**config.mk**
```make
export PLATFORM = sky130hd
export DESIGN_NAME = rv_bus_interconnect
export DESIGN_NICKNAME = d
export VERILOG_FILES = /design/src/rtl/rv_bus_interconnect_pkg.sv /design/src/rtl/rv_bus_interconnect_addr_decode.sv /design/src/rtl/rv_bus_interconnect.sv
export SDC_FILE = /design/constraint.sdc
export NUM_CORES = 1
export LEC_CHECK = 0
export CELL_PAD_IN_SITES_DETAIL_PLACEMENT = 2
export CELL_PAD_IN_SITES_GLOBAL_PLACEMENT = 2
export CORE_ASPECT_RATIO = 1.75
export CORE_UTILIZATION = 20
export DETAILED_ROUTE_END_ITERATION = 8
export GPL_ROUTABILITY_DRIVEN = 0
export PLACE_DENSITY = 0.94
export REMOVE_ABC_BUFFERS = 1
export SLEW_MARGIN = 20
export SYNTH_ARGS = -nofsm -noshare
export SYNTH_HDL_FRONTEND = slang
export SYNTH_SLANG_ARGS = --single-unit
```
**constraint.sdc**
```tcl
create_clock -name clk -period 4 [get_ports clk]
set_input_delay 0.4 -clock clk [delete_from_list [all_inputs] [get_ports clk]]
set_output_delay 0.4 -clock clk [all_outputs]
set_load 0.01 [all_outputs]
```
**src/rtl/rv_bus_interconnect_pkg.sv**
```systemverilog
// rtl/rv_bus_interconnect_pkg.sv - shared target, state, size and address-map definitions
package rv_bus_interconnect_pkg;

    typedef enum logic [1:0] {
        TGT_NONE  = 2'd0,
        TGT_DMEM  = 2'd1,
        TGT_CLINT = 2'd2,
        TGT_UART  = 2'd3
    } target_e;

    typedef enum logic [1:0] {
        IDLE = 2'd0,
        BUSY = 2'd1,
        RESP = 2'd2
    } state_e;

    localparam logic [31:0] DEF_DMEM_BASE  = 32'h8000_0000;
    localparam int          DEF_DMEM_SIZE  = 16384;
    localparam logic [31:0] DEF_CLINT_BASE = 32'h0200_0000;
    localparam logic [31:0] DEF_UART_BASE  = 32'h1000_0000;
    localparam int          CLINT_SIZE     = 65536;
    localparam int          UART_SIZE      = 8;

    localparam logic [2:0] SIZE_B = 3'd0;
    localparam logic [2:0] SIZE_H = 3'd1;
    localparam logic [2:0] SIZE_W = 3'd2;
    localparam logic [2:0] SIZE_D = 3'd3;

    // Low address bits that must be zero for an access of the given size.
    function automatic logic [2:0] size_mask(input logic [1:0] sz);
        case (sz)
            2'd0:    return 3'b000;
            2'd1:    return 3'b001;
            2'd2:    return 3'b011;
            default: return 3'b111;
        endcase
    endfunction

endpackage

```
**src/rtl/rv_bus_interconnect_addr_decode.sv**
```systemverilog
// rtl/rv_bus_interconnect_addr_decode.sv - combinational address/size decoder (rv_bus_addr_decode)
module rv_bus_addr_decode
    import rv_bus_interconnect_pkg::*;
#(
    parameter int          XLEN       = 32,
    parameter logic [31:0] DMEM_BASE  = DEF_DMEM_BASE,
    parameter int          DMEM_SIZE  = DEF_DMEM_SIZE,
    parameter logic [31:0] CLINT_BASE = DEF_CLINT_BASE,
    parameter logic [31:0] UART_BASE  = DEF_UART_BASE
) (
    input  logic [XLEN-1:0] addr,
    input  logic [2:0]      size,
    output target_e         target,
    output logic            misaligned,
    output logic            unmapped
);

    logic dmem_hit;
    logic clint_hit;
    logic uart_hit;

    // Unsigned offset compare gives a half-open window without a separate lower-bound test.
    assign dmem_hit  = (addr - XLEN'(DMEM_BASE))  < XLEN'(DMEM_SIZE);
    assign clint_hit = (addr - XLEN'(CLINT_BASE)) < XLEN'(CLINT_SIZE);
    assign uart_hit  = (addr - XLEN'(UART_BASE))  < XLEN'(UART_SIZE);

    always_comb begin
        target = TGT_NONE;
        if (dmem_hit) begin
            target = TGT_DMEM;
        end else if (clint_hit) begin
            target = TGT_CLINT;
        end else if (uart_hit) begin
            target = TGT_UART;
        end
    end

    assign unmapped   = (target == TGT_NONE);
    assign misaligned = size[2] | (|(addr[2:0] & size_mask(size[1:0])));

endmodule

```
**src/rtl/rv_bus_interconnect.sv**
```systemverilog
// rtl/rv_bus_interconnect.sv - single-master DMEM/CLINT/UART interconnect; BUS_TIMEOUT_EN adds a BUSY watchdog
module rv_bus_interconnect
    import rv_bus_interconnect_pkg::*;
#(
    parameter int          XLEN           = 32,
    parameter logic [31:0] DMEM_BASE      = DEF_DMEM_BASE,
    parameter int          DMEM_SIZE      = DEF_DMEM_SIZE,
    parameter logic [31:0] CLINT_BASE     = DEF_CLINT_BASE,
    parameter logic [31:0] UART_BASE      = DEF_UART_BASE,
    parameter int          TIMEOUT_CYCLES = 256
) (
    input  logic            clk,
    input  logic            reset,
    input  logic            m_req_valid,
    output logic            m_req_ready,
    input  logic [XLEN-1:0] m_req_addr,
    input  logic [XLEN-1:0] m_req_wdata,
    input  logic            m_req_we,
    input  logic [2:0]      m_req_size,
    output logic            m_rsp_valid,
    output logic [XLEN-1:0] m_rsp_rdata,
    output logic            m_rsp_err,
    output logic            dmem_req_valid,
    output logic [XLEN-1:0] dmem_req_addr,
    output logic [XLEN-1:0] dmem_req_wdata,
    output logic            dmem_req_we,
    output logic [2:0]      dmem_req_size,
    input  logic            dmem_req_ready,
    input  logic [XLEN-1:0] dmem_req_rdata,
    output logic            clint_req_valid,
    output logic [15:0]     clint_req_addr,
    output logic [63:0]     clint_req_wdata,
    output logic            clint_req_we,
    output logic [2:0]      clint_req_size,
    input  logic            clint_req_ready,
    input  logic [63:0]     clint_req_rdata,
    output logic            uart_req_valid,
    output logic [2:0]      uart_req_addr,
    output logic [7:0]      uart_req_wdata,
    output logic            uart_req_we,
    input  logic            uart_req_ready,
    input  logic [7:0]      uart_req_rdata
);

    state_e          state;
    logic [XLEN-1:0] cap_addr;
    logic [XLEN-1:0] cap_wdata;
    logic            cap_we;
    logic [2:0]      cap_size;
    target_e         cap_tgt;

    target_e         dec_tgt;
    logic            dec_mis;
    logic            dec_unm;
    logic            req_bad;
    logic            busy;
    logic            sel_ready;
    logic [XLEN-1:0] sel_rdata;
    logic [XLEN-1:0] clint_rdata_x;
    logic            tmo_hit;

    rv_bus_addr_decode #(
        .XLEN      (XLEN),
        .DMEM_BASE (DMEM_BASE),
        .DMEM_SIZE (DMEM_SIZE),
        .CLINT_BASE(CLINT_BASE),
        .UART_BASE (UART_BASE)
    ) u_decode (
        .addr      (m_req_addr),
        .size      (m_req_size),
        .target    (dec_tgt),
        .misaligned(dec_mis),
        .unmapped  (dec_unm)
    );

    assign req_bad = dec_unm | dec_mis | ((dec_tgt == TGT_UART) && (m_req_size != SIZE_B));
    assign busy        = (state == BUSY);
    assign m_req_ready = (state == IDLE);

    assign dmem_req_valid = busy && (cap_tgt == TGT_DMEM);
    assign dmem_req_addr  = cap_addr - XLEN'(DMEM_BASE);
    assign dmem_req_wdata = cap_wdata;
    assign dmem_req_we    = cap_we;
    assign dmem_req_size  = cap_size;

    // A 32-bit core sees the 64-bit CLINT registers as two word lanes selected by addr[2].
    assign clint_req_valid = busy && (cap_tgt == TGT_CLINT);
    assign clint_req_addr  = cap_addr[15:0];
    assign clint_req_wdata = (XLEN == 32) ? 64'({cap_wdata, cap_wdata}) : 64'(cap_wdata);
    assign clint_req_we    = cap_we;
    assign clint_req_size  = cap_size;
    assign clint_rdata_x   = (XLEN == 32)
                           ? XLEN'(cap_addr[2] ? clint_req_rdata[63:32] : clint_req_rdata[31:0])
                           : XLEN'(clint_req_rdata);

    assign uart_req_valid = busy && (cap_tgt == TGT_UART);
    assign uart_req_addr  = cap_addr[2:0];
    assign uart_req_wdata = cap_wdata[7:0];
    assign uart_req_we    = cap_we;

    always_comb begin
        sel_ready = 1'b0;
        sel_rdata = '0;
        case (cap_tgt)
            TGT_DMEM:  begin sel_ready = dmem_req_ready;  sel_rdata = dmem_req_rdata;        end
            TGT_CLINT: begin sel_ready = clint_req_ready; sel_rdata = clint_rdata_x;         end
            TGT_UART:  begin sel_ready = uart_req_ready;  sel_rdata = XLEN'(uart_req_rdata); end
            default:   ;
        endcase
    end

`ifdef BUS_TIMEOUT_EN
    localparam int TW = ($clog2(TIMEOUT_CYCLES + 1) > 8) ? $clog2(TIMEOUT_CYCLES + 1) : 8;
    logic [TW-1:0] tmo_cnt;
    assign tmo_hit = (tmo_cnt == TW'(TIMEOUT_CYCLES - 1));
`else
    logic unused_tmo;
    assign unused_tmo = ^TIMEOUT_CYCLES;
    assign tmo_hit    = 1'b0;
`endif

    always_ff @(posedge clk) begin
        if (reset) begin
            state       <= IDLE;
            cap_addr    <= '0;
            cap_wdata   <= '0;
            cap_we      <= 1'b0;
            cap_size    <= '0;
            cap_tgt     <= TGT_NONE;
            m_rsp_valid <= 1'b0;
            m_rsp_err   <= 1'b0;
            m_rsp_rdata <= '0;
`ifdef BUS_TIMEOUT_EN
            tmo_cnt     <= '0;
`endif
        end else begin
            m_rsp_valid <= 1'b0;
            case (state)
                IDLE: begin
                    if (m_req_valid) begin
                        cap_addr  <= m_req_addr;
                        cap_wdata <= m_req_wdata;
                        cap_we    <= m_req_we;
                        cap_size  <= m_req_size;
                        cap_tgt   <= req_bad ? TGT_NONE : dec_tgt;
`ifdef BUS_TIMEOUT_EN
                        tmo_cnt   <= '0;
`endif
                        if (req_bad) begin
                            state       <= RESP;
                            m_rsp_valid <= 1'b1;
                            m_rsp_err   <= 1'b1;
                            m_rsp_rdata <= '0;
                        end else begin
                            state <= BUSY;
                        end
                    end
                end
                BUSY: begin
`ifdef BUS_TIMEOUT_EN
                    tmo_cnt <= tmo_cnt + 1'b1;
`endif
                    if (sel_ready) begin
                        state       <= RESP;
                        m_rsp_valid <= 1'b1;
                        m_rsp_err   <= 1'b0;
                        m_rsp_rdata <= sel_rdata;
                    end else if (tmo_hit) begin
                        state       <= RESP;
                        m_rsp_valid <= 1'b1;
                        m_rsp_err   <= 1'b1;
                        m_rsp_rdata <= '0;
                    end
                end
                RESP:    state <= IDLE;
                default: state <= IDLE;
            endcase
        end
    end

endmodule

```
# --- Word level (Yosys, flattened, before mapping) ---
# Index checks and enable logic that the tools add are counted.
totals:
  word_cells: 67
  ff_bits: 106
  inputBits: 178
  out_inout_bits: 202
op_classes:
  addsub: 4
  n_reduce_logical: 13
  bitwise: 4
  magnitude_cmp: 3
  muxes: 24
  n_eq_ne: 10
op_table:
  columns: ["operator", "n"]
  rows:
  - ["$mux 32", 4]
  - ["$pmux 32 s3", 1]
  - ["$pmux 32 s2", 1]
  - ["$sub 32x32->32 const B", 2]
  - ["$lt 32x15->1 const B", 1]
  - ["$lt 32x17->1 const B", 1]
  - ["$lt 32x4->1 const B", 1]
  - ["$sub 32x26->32 const B", 1]
  - ["$sub 32x29->32 const B", 1]
  - ["$mux 2", 7]
  - ["$pmux 3 s3", 1]
  - ["$eq 2x2->1 const B", 4]
  - ["$eq 2x1->1 const B", 3]
  - ["$logic_not 2->1", 3]
  - ["$mux 1", 6]
  - ["$logic_and 1x1->1", 4]
  - ["$ne 2x1->1 const B", 2]
  - ["$pmux 1 s2", 2]
  - ["$pmux 2 s2", 1]
  - ["$reduce_and 2->1", 2]
  - ["$reduce_and 4->1", 1]
  - ["$and 3x3->3", 1]
  - ["$or 1x1->1", 3]
  - ["$pmux 1 s3", 1]
  - ["4 further kinds", 4]

# --- Longest topological paths before layout ---
# Gate-level depths: netlist (run 1).
logic_depth:
  word_depth: 11
  depth_mapped: 9
  mapped_depth_nobuf: 8

# --- By module ---
# Synthesis (run 1) repeated with hierarchy kept, for this count alone.
unflattened:
  hier_cells: 707
  hier_area_um2: 5833.1
by_module_without_submodules:
  columns: ["mod", "area_per_inst_um2", "n_inst", "cells_per_inst", "seq_area_each_um2"]
  rows:
  - ["rv_bus_interconnect", 5635.4, 1, 681, 2122.0]
  - ["rv_bus_addr_decode", 197.7, 1, 26, 0.0]

# --- Worst setup path before layout (run 1) ---
# No wires, ideal clock.
synth_timing:
  path_type: "input-to-reg"
  from: "input port m_req_addr[20]"
  to: "register m_rsp_rdata[19]"
  t_required_ps: 3883
  path_buffers: 1
  setup_time_ps: 117
  slack_ps: 1966
  stages: 7
  t_arrival_ps: 1917
  cell_sequence: "nor4_2 > nand3_2 > o31a_1 > o221ai_4 > a21oi_2 > buf_6 > a22o_1"
synth_via:
  elab_chain_len: 10
  elab_cells_between_ends: 16
  cone_classes: "add/sub (3); order compare (3); eq/ne (2); mux (3); bitwise (2); reduce/logical (3)"
synth_rtl:
  columns: ["item", "line_no", "text"]
  rows:
  - ["from (decl)", "rv_bus_interconnect.sv:16", "input logic [XLEN-1:0] m_req_addr,"]
  - ["$sub 32x29->32", "rv_bus_interconnect_addr_decode.sv:25", "assign uart_hit = (addr - XLEN'(UART_BASE)) < XLEN'(UART_SIZE);"]
  - ["$lt 32x4->1", "rv_bus_interconnect_addr_decode.sv:25", null]
  - ["$mux 2", "rv_bus_interconnect_addr_decode.sv:33", "end else if (uart_hit) begin"]
  - ["$mux 2", "rv_bus_interconnect_addr_decode.sv:31", "end else if (clint_hit) begin"]
  - ["$mux 2 *", "rv_bus_interconnect_addr_decode.sv:29", "if (dmem_hit) begin"]
  - ["$logic_not 2->1 / $eq 2x2->1 (equally long branches)", "rv_bus_interconnect_addr_decode.sv:38, rv_bus_interconnect.sv:76", null]
  - ["$or 1x1->1 / $logic_and 1x1->1 (equally long branches)", "rv_bus_interconnect.sv:76", "assign req_bad = dec_unm | dec_mis | ((dec_tgt == TGT_UART) && (m_req_size != SIZE_B));"]
  - ["$or 1x1->1 *", "rv_bus_interconnect.sv:76", null]
  - ["$ne 2x1->1 (no line) *", null, null]
  - ["$reduce_and 4->1 (no line) *", null, null]
  - ["to (signal assigned)", "rv_bus_interconnect.sv:167", "m_rsp_rdata <= sel_rdata;"]
  - ["to (decl)", "rv_bus_interconnect.sv:21", "output logic [XLEN-1:0] m_rsp_rdata,"]
# Mark *: on every way between the ends. The rest lies on a longest branch, timed or not.
# A chain may end at the register's enable or synchronous reset.

# --- Worst setup path after layout (run 1) ---
layout_timing:
  from: "register cap_tgt[1]"
  to: "output port clint_req_valid"
layout_via:
  elab_chain_len: 2
layout_rtl:
  columns: ["item", "line_no", "text"]
  rows:
  - ["from (decl)", "rv_bus_interconnect.sv:50", "target_e cap_tgt;"]
  - ["from (signal assigned)", "rv_bus_interconnect.sv:145", "cap_tgt <= req_bad ? TGT_NONE : dec_tgt;"]
  - ["$eq 2x2->1", "rv_bus_interconnect.sv:87", "assign clint_req_valid = busy && (cap_tgt == TGT_CLINT);"]
  - ["$logic_and 1x1->1", "rv_bus_interconnect.sv:87", null]
  - ["to (decl)", "rv_bus_interconnect.sv:30", "output logic clint_req_valid,"]
# No other way between the ends.

==> impl_results.md, run 1 <==
- Vias in the first global route: 6,190
- Most used DFF post-synth: dfxtp_1
- Non-filler cells in the finished layout: 1,282
- Initial antenna violation count: 2
- # port buffers: 379
- Largest net degree at the start of global routing: 71
- Routed via count: 5,669
- Family with the most delay on the worst path: buffers and inverters
- Final setup TNS: 0 ns
- CTS tree: built
- Final setup viols: 0
- Initial DRC Count: 170
- # nets final: 1,085
- CTS Buf Count: 9
- Detailed Place HPWL: 19,200 microns
- Final Max Slew Viols: 0
- Final Hold Viols: 0
- Synth warn: 0
- Fin util: 33.2%
- H-tree depth: 3
- Mapped Area: 0.00557 sq mm
- Fillers: 3,062
- Post-cts resize count: 0
- Crit path cell chain: nand2b_1 -> nor2_1 -> buf_4 -> clkdlybuf4s50_1
- Outcome: complete, no violations
- Num rows: 80
- CP Capture Type: output port
- WP data arrival: 2.70 ns
- Ratio of cells with drive above 1 in the final layout: 6.92%
- Routed vias/inst: 4.42
- Clock Path Buffers: 2
- Post-CTS Setup Inserts: 0
- Die height: 223 microns
- Final setup skew: 0.00775 ns
- Fmax: 323 MHz
- Buf+Inv Stages, Crit Path: 2
- Post-Route WL: 24,000 microns
- Cells after Synth: 678
- Crit path time final: 3.10 ns
- Clock sink count: 106
- Total track usage: 16.8%
- Drt wl/cell: 18.7 microns
- Distinct cells, synth: 39
- Syn Area/Cell: 8.22 sq um
- Starting Density: 20.4%
- Power density over the cells: 301 mW/mm^2
- Max FO, Critical Path: 14
- Max cap viols: 0
- Critical-path top delay cell: dfxtp_1
- Period utilization: 77.4%
- Clk slew on worst S/H paths: 0.07 ns
- Drc violations: 0
- Die ar.: 0.0285 sq mm
- Dpl cells: 1,264
- Die Wd: 128 microns
- FF+latch count, synth: 106
- First-pass GRT wire length: 36,000 microns
- Min-Delay Path Class: reg -> reg
- Peak supply drop: 0.183 mV
- Worst Setup Start Kind: flip-flop
- Layout area overhead: 62.8%
- Worst-skew pair later-pin latency: 0.35 ns
- Root buf cell: clkbuf_16
- Worst slew pin tran: 0.940 ns
- EDFF count, synth: 0
- RSZ-0062 raised after global routing: false
- Kind of critical path: reg -> out
- Lkg Pwr: 3.09 nW
- Register area share after synthesis: 38.1%
- Pre-antenna DRT Iters: 4
- Slew HR: 37.1%
- Async S/R FF share, synth: 0%
- Hold Buf Count CTS: 0
- Critical path's largest stage delay: 0.80 ns
- Total power: 2.73 mW
- Critical Path RT: 3.60 ns
- Top-Level Pins: 380
- Remaining antenna violation count after routing: 0
- Global route overflow: 0
- Core area: 0.0273 sq mm
-- area by class of cell --
class / count / area [sq um] / area share (%)
antenna: 2 / 5.00 / 0.0552
clock inverter: 7 / 83.8 / 0.924
timing repair buffer: 389 / 3870 / 42.6
inverter: 3 / 11.3 / 0.124
tap: 369 / 462 / 5.09
clock buffer: 9 / 225 / 2.48
sequential: 106 / 2120 / 23.4
multi-input combinational: 397 / 2290 / 25.3
-- metrics by stage --
step           instance area (sq um)  hold slack [ns]  setup slack, ns
2_1_floorplan                   4420            0.430            0.413
3_3_place_gp                    8750            0.442            0.958
3_5_place_dp                    8750            0.452            0.893
4_1_cts                         9060            0.470            0.812
5_1_grt                         9070            0.480            0.778
6_report                        9070            0.466            0.903
-- cells in the mapped netlist (3+ instances only) --
| library cell | count | share of area [%] |
|---|---|---|
| nand2_1 | 164 | 11 |
| buf_4 | 128 | 17 |
| dfxtp_1 | 106 | 38 |
| a21oi_1 | 75 | 6.7 |
| clkbuf_1 | 35 | 2.4 |
| o21ai_0 | 23 | 2.1 |
| a22oi_1 | 21 | 2.8 |
| mux2i_1 | 21 | 3.8 |
| a22o_1 | 13 | 2.0 |
| mux2_2 | 12 | 2.4 |
| nor2_1 | 9 | 0.61 |
| a21oi_2 | 8 | 1.3 |
| o2bb2ai_1 | 8 | 1.3 |
| a311oi_2 | 7 | 1.9 |
| nor3_1 | 6 | 0.54 |
| a311oi_1 | 4 | 0.63 |
| buf_1 | 4 | 0.27 |
| buf_6 | 3 | 0.61 |
| inv_1 | 3 | 0.20 |
| nand2b_1 | 3 | 0.34 |
| nor4_1 | 3 | 0.34 |
-- where the power goes --
part,total (mW),internal (mW),switching (mW)
logic,0.629,0.379,0.250
clock network,0.943,0.499,0.444
registers,1.16,1.10,0.0523
total,2.73,1.98,0.747
-- logic make-up (layout without fill, tap and decap cells) --
group,after synthesis,count (layout),synth area share (%)
DFF,106,106,38.1
AOI/OAI and AO/OA,165,165,20.0
buffers and inverters,175,408,20.9
muxes,33,33,6.20
adders and majority gates,1,1,0.225
xor gates and xnor gates,1,1,0.157
other,0,2,0
and+or+nand+nor,197,197,14.5
-- routing by layer --
metal	track usage, %	up-vias	wire (microns)
met5	0	-	0
met4	6.79	0	675
met3	4.00	30	1370
met2	33.1	255	13500
met1	16.1	2759	8400
li1	-	2625	-
-- flip-flops by register name, summed over array words and instances (netlist names) --
signal	count
cap_addr	32
dmem_req_wdata	32
m_rsp_rdata	32
clint_req_size	3
cap_tgt	2
state	2
clint_req_we	1
m_rsp_err	1
m_rsp_valid	1
-- placed cells by master, fill, tap and decap left out, types with 9 or more instances in the layout --
cell / instances
buf_4: 11
mux2_2: 12
a21oi_1: 75
a22o_1: 13
a22oi_1: 21
mux2i_1: 21
nand2_1: 163
clkdlybuf4s50_1: 378
o21ai_0: 23
nor2_1: 9
dfxtp_1: 105
clkbuf_16: 9
-- tightest hold or removal path, stage by stage (launching register included) --
cell and delay, ns:
dfxtp_1 0.32, nand2_1 0.05, a21oi_1 0.05
-- path summary, 6_finish.rpt --
path,startpoint,to,slack (ns),cells past startpoint
setup / recovery,cap_tgt[1]$_SDFFE_PP0P_,clint_req_valid,0.90,4
hold reg to reg,cap_addr[29]$_SDFFE_PP0P_,cap_addr[29]$_SDFFE_PP0P_,0.47,2
setup reg to reg,cap_tgt[1]$_SDFFE_PP0P_,m_rsp_rdata[26]$_SDFFE_PP0P_,1.33,9
hold / removal,cap_addr[29]$_SDFFE_PP0P_,cap_addr[29]$_SDFFE_PP0P_,0.47,2
Power figures use the tool's default switching activity.
==> inputs of run 2 (changes only) <==
Settings changed: CORE_UTILIZATION 20 to 16, PLACE_DENSITY 0.94 to 0.82.
Clock period 4 ns to 2.67 ns, I/O delays scaled along.
==> run 2 against run 1 <==
Power increased by 50%. First-iteration DRC count decreased by 38%. Combinational power increased by 52%. Sequential share of layout area decreased by 0.77 points. Clock-buffer cell count increased by 1. Routed wire length increased by 0.99%. Largest power group unchanged. Clock skew decreased by 0.00072 ns. Critical path depth increased by 5. Global-route usage decreased by 3.0 points. Via count decreased by 0.30%.
==> impl_results.md, run 2 (synthesized netlist as in run 1, its figures left out) <==
- Peak supply drop: 0.231 mV
- Remaining antenna violation count after routing: 0
- Crit path time final: 2.39 ns
- CTS tree: built
- Detailed Place HPWL: 19,700 microns
- Critical Path RT: 2.95 ns
- WP data arrival: 2.66 ns
- Kind of critical path: in -> reg
- Placed Instance Area: 0.00906 sq mm
- CP startpoint: m_req_addr[5]
- Final Max Slew Viols: 0
- Final setup viols: 0
- Worst R2R Start: cap_tgt[0]$_SDFFE_PP0P_
- Min-Delay Path Class: in -> reg
- Num rows: 90
- Initial DRC Count: 106
- Slew HR: 32.7%
- CP Capture Type: flip-flop
- Routed vias/inst: 4.06
- Die height: 249 microns
- Top-Level Pins: 380
- Largest net degree at the start of global routing: 76
- Max cap viols: 0
- Clock sink count: 106
- Worst Hold Launch: reset
- Worst Setup Start Kind: input pin
- Drc violations: 0
- Outcome: complete, no violations
- Combinational power share: 23.4%
- Power density over the cells: 436 mW/mm^2
- Period utilization: 89.3%
- First-pass GRT wire length: 36,400 microns
- Routed via count: 5,652
- Die Wd: 143 microns
- Total power: 4.09 mW
- RSZ-0062 raised after global routing: false
- Initial antenna violation count: 1
- Most common cell after layout, fill and taps aside: clkdlybuf4s50_1
- # nets final: 1,106
- Clock Path Buffers: 2
- Lkg Pwr: 3.20 nW
- Layout area overhead: 68.3%
- Starting Density: 16.2%
- Switch share: 28.4%
- Clock Power Share: 34.4%
- Clk slew on worst S/H paths: 0.08 ns
- Hold Buf Count CTS: 0
- Fillers: 3,911
- # port buffers: 379
- Fmax: 419 MHz
- Ratio of cells with drive above 1 in the final layout: 9.01%
- Post-CTS Setup Inserts: 0
- Total track usage: 13.8%
- Sw Pwr: 1.16 mW
- Post-Route WL: 24,200 microns
- Post-cts resize count: 0
- Drt wl/cell: 17.4 microns
- Worst slew pin tran: 1.01 ns
- Flop pwr share: 42.3%
- Final setup skew: 0.00703 ns
- H-tree depth: 3
- Global route overflow: 0
- WHS: 0.211 ns
- Antenna Cells: 0
- Die ar.: 0.0356 sq mm
- Core area: 0.0343 sq mm
- Design Area, Final: 0.00938 sq mm
- Int Pwr: 2.93 mW
- Max FO, Critical Path: 14
- Root buf cell: clkbuf_16
- Pre-antenna DRT Iters: 4
- Worst-skew pair later-pin latency: 0.37 ns
- Final Hold Viols: 0
- Final setup TNS: 0 ns
- Most frequent cells in the layout: clkdlybuf4s50_1 (378), nand2_1 (163), dfxtp_1 (105)
- Vias in the first global route: 6,264
- CTS Buf Count: 9
run 2: cell types whose count changed in the layout (fill, tap and decap cells not counted):
cell / before / now
clkbuf_8: 0 / 1
bufinv_16: 1 / 0
buf_12: 0 / 3
diode_2: 2 / 0
clkinv_2: 1 / 0
clkinv_8: 0 / 2
buf_4: 11 / 29
inv_6: 1 / 0
run 2: path summary, 6_finish.rpt:
path | endpoint | slack (ns) | cells after the start
max | m_rsp_rdata[29]$_SDFFE_PP0P_ | 0.28 | 9
min reg2reg | cap_addr[31]$_SDFFE_PP0P_ | 0.46 | 2
max reg2reg | m_rsp_rdata[29]$_SDFFE_PP0P_ | 0.46 | 7
min | m_rsp_rdata[22]$_SDFFE_PP0P_ | 0.21 | 2
run 2: routing by layer:
| metal | share of wire [%] | global-route usage (%) | vias to the layer above |
|---|---|---|---|
| met5 | 0.045 | 0 | - |
| met4 | 1.7 | 4.33 | 2 |
| met3 | 7.9 | 4.34 | 25 |
| met2 | 58 | 28.2 | 256 |
| met1 | 32 | 12.2 | 2701 |
| li1 | - | - | 2668 |
run 2: cell type report:
type                            count  area (sq um)  share of cell area, %
Inverter                            3          11.3                  0.120
Sequential cell                   106          2120                   22.6
Clock buffer                       10           239                   2.55
Timing Repair Buffer              410          4060                   43.3
Clock inverter                      6          72.6                  0.774
Tap cell                          460           576                   6.14
Multi-Input combinational cell    397          2290                   24.4
run 2: stage by stage:
stage / util (%) / worst slack [ns] / cells
3_3_place_gp: 26.4 / -0.0951 / 1376
2_1_floorplan: - / -0.917 / 506
5_1_grt: 27.3 / 0.129 / 1392
3_5_place_dp: 26.4 / -0.159 / 1376
4_1_cts: 27.3 / 0.196 / 1392
6_report: 27.3 / 0.285 / 1392
run 2: worst max-delay path, stage by stage:
cell	delay (ns)
clkdlybuf4s50_1	0.42
nor4_1	0.46
nand4_1	0.14
buf_4	0.18
o31a_1	0.28
o221ai_4	0.26
buf_4	0.27
a21oi_1	0.11
a311oi_1	0.26
run 2: power groups by stage:
stage,clock network [mW],registers [mW],logic (mW)
after detailed placement,0,1.77,0.977
after floorplan,0,1.83,0.185
after global placement,0,1.76,0.950
after global routing,1.54,1.74,1.03
final,1.41,1.73,0.957
after CTS,1.50,1.73,0.979
